`config.mk`:
```
export PLATFORM = sky130hd
export DESIGN_NAME = add3_share_arb
export DESIGN_NICKNAME = d
export VERILOG_FILES = /design/src/rtl/add3_share_arb.sv
export SDC_FILE = /design/constraint.sdc
export NUM_CORES = 1
export LEC_CHECK = 0
export ABC_AREA = 0
export CAP_MARGIN = 20
export CORE_AREA = 2 2 39 41
export CTS_BUF_LIST = sky130_fd_sc_hd__clkbuf_8
export DETAILED_ROUTE_END_ITERATION = 10
export DIE_AREA = 0 0 41 43
export DONT_BUFFER_PORTS = 1
export PLACE_DENSITY = 0.73
export SYNTH_ARGS = -nofsm -noshare
export SYNTH_HDL_FRONTEND = slang
export SYNTH_SLANG_ARGS = --single-unit
```
`constraint.sdc`:
```
create_clock -name clk -period 2.25 [get_ports clk]
set_input_delay 0.45 -clock clk [delete_from_list [all_inputs] [get_ports clk]]
set_output_delay 0.45 -clock clk [all_outputs]
set_load 0.01 [all_outputs]
```
`src/rtl/add3_share_arb.sv`:
```
// Round-robin arbiter sharing one external 3-operand 4-bit adder among NREQ requesters.
// Optional macro ADD3_ARB_PRIO0_EN gives requester 0 strict priority over the rotation.
module add3_share_arb #(
  parameter int NREQ = 4,
  parameter int IDW  = 2
) (
  input  logic              clk,
  input  logic              rst_n,
  input  logic [NREQ-1:0]   req_valid,
  output logic [NREQ-1:0]   req_ready,
  input  logic [4*NREQ-1:0] req_a,
  input  logic [4*NREQ-1:0] req_b,
  input  logic [4*NREQ-1:0] req_c,
  output logic [3:0]        add_in1,
  output logic [3:0]        add_in2,
  output logic [3:0]        add_in3,
  input  logic [3:0]        add_out1,
  output logic              rsp_valid,
  input  logic              rsp_ready,
  output logic [3:0]        rsp_sum,
  output logic [IDW-1:0]    rsp_id
);

  localparam int unsigned N = NREQ;

  typedef enum logic {EMPTY, FULL} rsp_state_t;

  rsp_state_t     state, state_next;
  logic [IDW-1:0] last_grant;
  logic [IDW-1:0] g;
  logic [IDW-1:0] cand;
  logic           hit;
  logic           can_issue;
  logic [3:0]     a_arr [NREQ];
  logic [3:0]     b_arr [NREQ];
  logic [3:0]     c_arr [NREQ];

  always_comb begin
    for (int unsigned i = 0; i < N; i++) begin
      a_arr[i] = req_a[4*i +: 4];
      b_arr[i] = req_b[4*i +: 4];
      c_arr[i] = req_c[4*i +: 4];
    end
  end

  assign can_issue = (state == EMPTY) || rsp_ready;

  // Scan starts one past the last winner and wraps; the first valid index wins.
  always_comb begin
    hit  = 1'b0;
    g    = '0;
    cand = '0;
`ifdef ADD3_ARB_PRIO0_EN
    if (can_issue && req_valid[0]) begin
      hit = 1'b1;
      g   = '0;
    end
`endif
    if (can_issue) begin
      for (int unsigned k = 0; k < N; k++) begin
        cand = IDW'((32'(last_grant) + k + 32'd1) % N);
        if (!hit && req_valid[cand]) begin
          hit = 1'b1;
          g   = cand;
        end
      end
    end
  end

  always_comb begin
    req_ready = '0;
    add_in1   = '0;
    add_in2   = '0;
    add_in3   = '0;
    if (hit) begin
      req_ready = NREQ'(1) << g;
      add_in1   = a_arr[g];
      add_in2   = b_arr[g];
      add_in3   = c_arr[g];
    end
  end

  always_comb begin
    state_next = state;
    if (hit)
      state_next = FULL;
    else if (state == FULL && rsp_ready)
      state_next = EMPTY;
  end

  always_ff @(posedge clk or negedge rst_n) begin
    if (!rst_n)
      state <= EMPTY;
    else
      state <= state_next;
  end

  always_ff @(posedge clk or negedge rst_n) begin
    if (!rst_n) begin
      rsp_sum    <= '0;
      rsp_id     <= '0;
      last_grant <= IDW'(NREQ - 1);
    end else if (hit) begin
      rsp_sum    <= add_out1;
      rsp_id     <= g;
      last_grant <= g;
    end
  end

  assign rsp_valid = (state == FULL);

endmodule
```
-- Word level (Yosys, flattened, before mapping)
Cells that the tools add are included.
- register bits after elaboration: 9
- bits in latches: 0
- bits in writable memories: 0
- memory bits (read-only): 0
- output and inout bits: 23
- memories kept: 0
- $add $sub $neg: 6
- $mul: 0
- div/mod/pow operators: 0
- magnitude comparators: 5
- eq/ne operators: 0
- shift-type cells: 1
- muxes and demuxes: 36
- bitwise operators: 2
- reductions and logical operators: 9
- operators by type and width (kind ; count):
    2-to-1 mux 4 bit ; 10
    binary-select mux 4 bit (select 2 bit) ; 3
    2-to-1 mux 1 bit ; 14
    less-than comparator 2 x 3 -> 1 bit, second input constant ; 4
    2-to-1 mux 2 bit ; 5
    adder 2 x 1 -> 2 bit, second input constant ; 4
    binary-select mux 1 bit (select 2 bit) ; 4
    adder 2 bit, second input constant ; 2
    logical AND 1 bit ; 4
    left shift 1 x 2 -> 4 bit, first input constant ; 1
    >= comparator 3 bit, second input constant ; 1
    logical NOT 1 bit ; 3
    inverter 2 -> 3 bit ; 1
    nonzero test 2 bit ; 1
    logical OR 1 bit ; 1
    inverter 1 bit ; 1

-- Logic depth before layout (Yosys ltp)
- depth in word-level cells: 22
- depth in mapped cells: 7
- depth with buffers taken out: 5

-- Worst setup path before layout
OpenSTA, ideal clock, no wires.
- path kind: reg-to-output
- start: register last_grant[1]
- end: output port add_in1[0]
- data arrival time: 1.717 ns
- required time: 1.800 ns
- slack: 0.083 ns
- stages on the path, launching flop included: 8
- buffers on the path: 2
- path through: dfstp_2 mux2i_1 nor2_1 a311oi_2 buf_6 buf_6 mux2i_1 o22ai_1
- word-level cells in the longest chain between the ends: 22
- elaborated cells between the ends (all ways): 38
- classes of those cells: add/sub: 6; mux: 25; bitwise: 1; reduce/logical: 6
- RTL lines (what ; line ; text):
    from (decl) ; 29 ; logic [IDW-1:0] last_grant;
    from (signal assigned) ; 102 ; last_grant <= IDW'(NREQ - 1);
    from (signal assigned) ; 106 ; last_grant <= g;
    adder 2 x 1 -> 2 bit ; 61 ; cand = IDW'((32'(last_grant) + k + 32'd1) % N);
    binary-select mux 1 bit (select 2 bit) ; 62 ; if (!hit && req_valid[cand]) begin
    2-to-1 mux 1 bit (implied by the code) ; 62 ;
    2-to-1 mux 1 bit ; 62 ;
    2-to-1 mux 1 bit ; 59 ; if (can_issue) begin
    logical NOT 1 bit ; 62 ;
    logical AND 1 bit ; 62 ;
    2-to-1 mux 1 bit ; 62 ;
    (+5 left out) ; n/a ;
    logical NOT 1 bit ; 62 ;
    logical AND 1 bit ; 62 ;
    2-to-1 mux 2 bit ; 62 ;
    2-to-1 mux 2 bit ; 59 ;
    inverter 2 -> 3 bit (implied by the code) ; 77 ; add_in1 = a_arr[g];
    binary-select mux 4 bit (select 2 bit) ; 77 ;
    2-to-1 mux 4 bit (implied by the code) (2 in series) ; 77 ;
    2-to-1 mux 4 bit (*) ; 75 ; if (hit) begin
    to (decl) ; 14 ; output logic [3:0] add_in1,
Mark *: on every way between the ends. The rest lies on a longest branch, timed or not. The select of a mux whose other input is x is not followed.

-- Worst setup path after layout
- start: register last_grant[1]
- end: output port add_in3[1]
- word-level cells in the longest chain between the ends: 22
- elaborated cells between the ends (all ways): 38
- classes of those cells: add/sub: 6; mux: 25; bitwise: 1; reduce/logical: 6
- RTL lines (what ; line ; text):
    adder 2 x 1 -> 2 bit ; 61 ;
    binary-select mux 1 bit (select 2 bit) ; 62 ;
    2-to-1 mux 1 bit (implied by the code) ; 62 ;
    2-to-1 mux 1 bit ; 62 ;
    2-to-1 mux 1 bit ; 59 ;
    logical NOT 1 bit ; 62 ;
    logical AND 1 bit ; 62 ;
    2-to-1 mux 1 bit ; 62 ;
    (+5 left out) ; n/a ;
    logical NOT 1 bit ; 62 ;
    logical AND 1 bit ; 62 ;
    2-to-1 mux 2 bit ; 62 ;
    2-to-1 mux 2 bit ; 59 ;
    inverter 2 -> 3 bit (implied by the code) ; 79 ; add_in3 = c_arr[g];
    binary-select mux 4 bit (select 2 bit) ; 79 ;
    2-to-1 mux 4 bit (implied by the code) (2 in series) ; 79 ;
    2-to-1 mux 4 bit (*) ; 75 ;
    to (decl) ; 16 ; output logic [3:0] add_in3,
Marked as above.

==> metrics.log <==
[metrics] largest net degree at the start of global routing: 17
[metrics] Slowest cell on crit path: sky130_fd_sc_hd__dfstp_2
[metrics] sequential share of power: about 22%
[metrics] Worst Path Required: approximately 1800 ps
[metrics] CTS root buf: sky130_fd_sc_hd__clkbuf_8
[metrics] clock transition time at the flip-flop clock pins of the worst setup and hold paths: roughly 50 ps
[metrics] Multi-input gate area: approximately 580 µm²
[metrics] number of warnings printed during yosys synthesis: 0
[metrics] Crit Path Class: reg2out
[metrics] Max transition margin: 77.7%
[metrics] commonest cells after routing, fill and taps aside: sky130_fd_sc_hd__mux2i_1 (21), sky130_fd_sc_hd__buf_4 (18), sky130_fd_sc_hd__o22ai_1 (11)
[metrics] CP Launch Type: flop
[metrics] class of the tightest hold or removal check: in2async
[metrics] max-slew violation count: 0
[metrics] cell area after synthesis: 795 µm²
[metrics] fraction of post-synthesis cell area in the top cell type by area: 31.5%
[metrics] overall routed net length: a little under 3 mm
[metrics] Worst R2R Path Depth: 9
[metrics] global-route wire length before repair: 3.64 mm
[metrics] leak pwr: 0.571 nW
[metrics] overall fraction of global-route tracks in use: between 30 and 40%
[metrics] CTS tree: done
[metrics] Final Wtd Congestion: between 0.6 and 0.7
[metrics] post-synthesis compound-gate area fraction: between 10% and 20%
[metrics] part of the power in combinational logic: 60.1%
[metrics] shortest period the worst path allows: about 2600 ps
[metrics] final worst setup slack: -371 ps
[metrics] Post-Synthesis Mean Instance Area: 9.24 µm²
[metrics] Avg WL per Cell: ~23 µm
[metrics] half-perimeter wire length after placement: between 1.5 and 2 mm
[metrics] Area contributors post-synth: sky130_fd_sc_hd__mux2i_1 (31%), sky130_fd_sc_hd__dfrtp_1 (22%), sky130_fd_sc_hd__o22ai_1 (9.4%)
[metrics] detailed-route DRC error count: 0
[metrics] core outline area: 1380 µm²
[metrics] Final period util: 117%
[metrics] worst setup path endpoint: add_in3[1]
[metrics] P_int: 0.000663 W
[metrics] hold violation total from the final report: 0
[metrics] synthesis-to-finish area growth: 53.5%
[metrics] number of register bits inferred by synthesis: 9
[metrics] Peak supply drop: 653 µV
[metrics] Reg-to-Reg Start: last_grant[1]
[metrics] level count of the clock H-tree: 1
[metrics] endpoint of the worst register-to-register path: rsp_id[1]
[metrics] most common cell after layout, fill and taps aside: sky130_fd_sc_hd__mux2i_1
[metrics] delay of the slowest critical-path stage: around 540 ps
[metrics] Worst Tran Pin Value: between 300 and 400 ps
[metrics] placement row count: 14
[metrics] fraction of power spent switching nets: a little over a third
[metrics] Vias/cell: roughly 6.6
[metrics] dominant delay contributor by cell family on the critical path: flip-flops
[metrics] count of nets after finishing: between 150 and 200
[metrics] floorplan die height: about 43 µm
[metrics] io pins: 82
[metrics] power per standard cell area: 852 nW/µm²
[metrics] source of the critical timing path: last_grant[1]
[metrics] number of buffer and inverter stages on the critical path: 3
[metrics] largest area contributor in the netlist: sky130_fd_sc_hd__mux2i_1
[metrics] post-route total power: 0.00104 W
[metrics] worst-path fanout max: 6
[metrics] largest family of logic cells by synthesized area: multiplexers
[metrics] share of the yosys chip area belonging to registers: 28.7%
[metrics] count of distinct cell types in the synthesized netlist: 21
[metrics] CTS Buf Count: 3
[metrics] crit end category: primary output
[metrics] mux share of post-synthesis cell area: between 30% and 40%
[metrics] share of the synthesized netlist area taken by xor and xnor gates: 0%
[metrics] number of filler cells placed in the layout: between 70 and 80
[metrics] clock latency on the worst-skew pair: 230 ps
[metrics] PortBufs: 0
[metrics] Max Clk Rate: approximately 0.38 GHz
[metrics] Antenna Violating Nets Remaining: 0
[metrics] crit-path cells: mux2i_1 -> nor2_1 -> a311oi_4 -> buf_6 -> buf_12 -> mux2i_4 -> o22ai_2 -> buf_4
[metrics] final setup fails: 15
[metrics] clock net sink count: 9
[metrics] result of the run: finished with violations
[metrics] Chip Width: 41 µm
[metrics] synthesized-area fraction occupied by and/or/nand/nor cells: 9.29%
[metrics] detailed router's first-iteration violation count: 32
[metrics] Post-Synth Adder-Cell Area: 0%
[metrics] synthesized netlist net count: approximately 150
[metrics] unrepaired setup endpoints after global routing: yes
[metrics] final core utilization: about nine tenths
[metrics] fraction of layout instances using a drive strength above 1: 45.6%
[metrics] total number of cells along the worst setup path: 8
[metrics] number of antenna violations at the first check in global routing: 0
[metrics] Clock Skew: roughly 2.7 ps
[metrics] switching pwr: roughly 0.00038 W
[metrics] Bufs on Longest Clock Path: 2
[metrics] setup slack, reg-to-reg: 560 ps
[metrics] gr ovfl total: 0
[metrics] detailed-routing iteration count for the pre-antenna-repair pass: 4
[metrics] Starting Density: between 50% and 60%
[metrics] antenna diode instance count: 0
[metrics] number of global-route vias before repair: 847
[metrics] violations in the final reports: negative setup slack
[metrics] critical path arrival: roughly 2200 ps
[metrics] combined flip-flop and latch cell area: 228 µm²
[metrics] instance count of the mapped netlist: 86
[metrics] part of the power in the clock network: 18.2%
[metrics] die area: roughly 1800 µm²
[metrics] total number of vias: between 800 and 900
[metrics] max-cap violation count: 0
-- cell usage after synthesis, drive strengths merged --
cell type	instances
a311oi	1
dfrtp	7
dfstp	2
nor2	10
a211oi	1
a21oi	4
inv	4
nand3	1
o21ai	3
mux2i	25
o22ai	12
nand2	1
mux2	4
nand2b	3
clkbuf	2
a21boi	1
buf	4
and3b	1
-- flip-flops by register name, summed over array words and instances, names as in the netlist --
name        flops
last_grant      2
rsp_id          2
rsp_sum         4
rsp_valid       1
-- cell families after synthesis --
logic type / after synthesis
simple gates: 16
flops: 9
compound gates: 22
mux: 29
buf+inv: 10
-- worst min-delay path by stage --
| stage | endpoint | from | slack [ps] | cells past startpoint |
|---|---|---|---|---|
| finish | last_grant[0] | rst_n | 60 | 0 |
| global route | last_grant[0] | rst_n | 50 | 0 |
| CTS | last_grant[0] | rst_n | 60 | 0 |
| detailed placement | rsp_id[1] | rst_n | 150 | 0 |
| global placement | rsp_sum[2] | rst_n | 150 | 0 |
| floorplan | rsp_id[0] | rst_n | 150 | 0 |
-- routing by layer --
metal	global-route usage (%)	wire, µm	vias up
met2	57.2	1660	54
met5	0	0	-
met1	31.9	1060	428
met3	4.19	172	4
met4	14.7	42	0
li1	-	-	375
-- stage by stage --
step	setup WS, ps	std cells	setup TNS (ps)	hold WS (ps)	instance area [µm²]
3_5_place_dp	-188	115	-1640	155	938
5_1_grt	-434	130	-5310	53.1	1220
2_1_floorplan	83.1	86	0	154	795
3_3_place_gp	-78.3	115	-654	155	938
6_report	-371	130	-4240	58.6	1220
4_1_cts	-285	127	-3100	56.4	1120
-- power groups by stage --
stage               clock network [W]  registers, W  logic (W)
floorplan                           0      0.000221   0.000291
global placement                    0      0.000225   0.000399
detailed placement                  0      0.000227   0.000412
CTS                          0.000191      0.000223   0.000543
global route                 0.000200      0.000229   0.000658
finish                       0.000190      0.000225   0.000625
-- cell type report --
class | count | area share (%)
Multi-Input combinational cell | 67 | 47.7
Timing Repair Buffer | 30 | 27.0
Sequential cell | 9 | 18.7
Clock buffer | 3 | 3.38
Tap cell | 16 | 1.64
Inverter | 4 | 1.23
Clock inverter | 1 | 0.410
-- what timing repair did --
| action | CTS | global route |
|---|---|---|
| hold buffers | 1 | 0 |
| setup buffers | 5 | 3 |
| pin swaps | 6 | 10 |
| gates cloned | 2 | 1 |
| gates resized for setup | 5 | 19 |
| setup endpoints to repair | 15 | 16 |
| hold endpoints to repair | 7 | 0 |
Power figures use the tool's default switching activity.
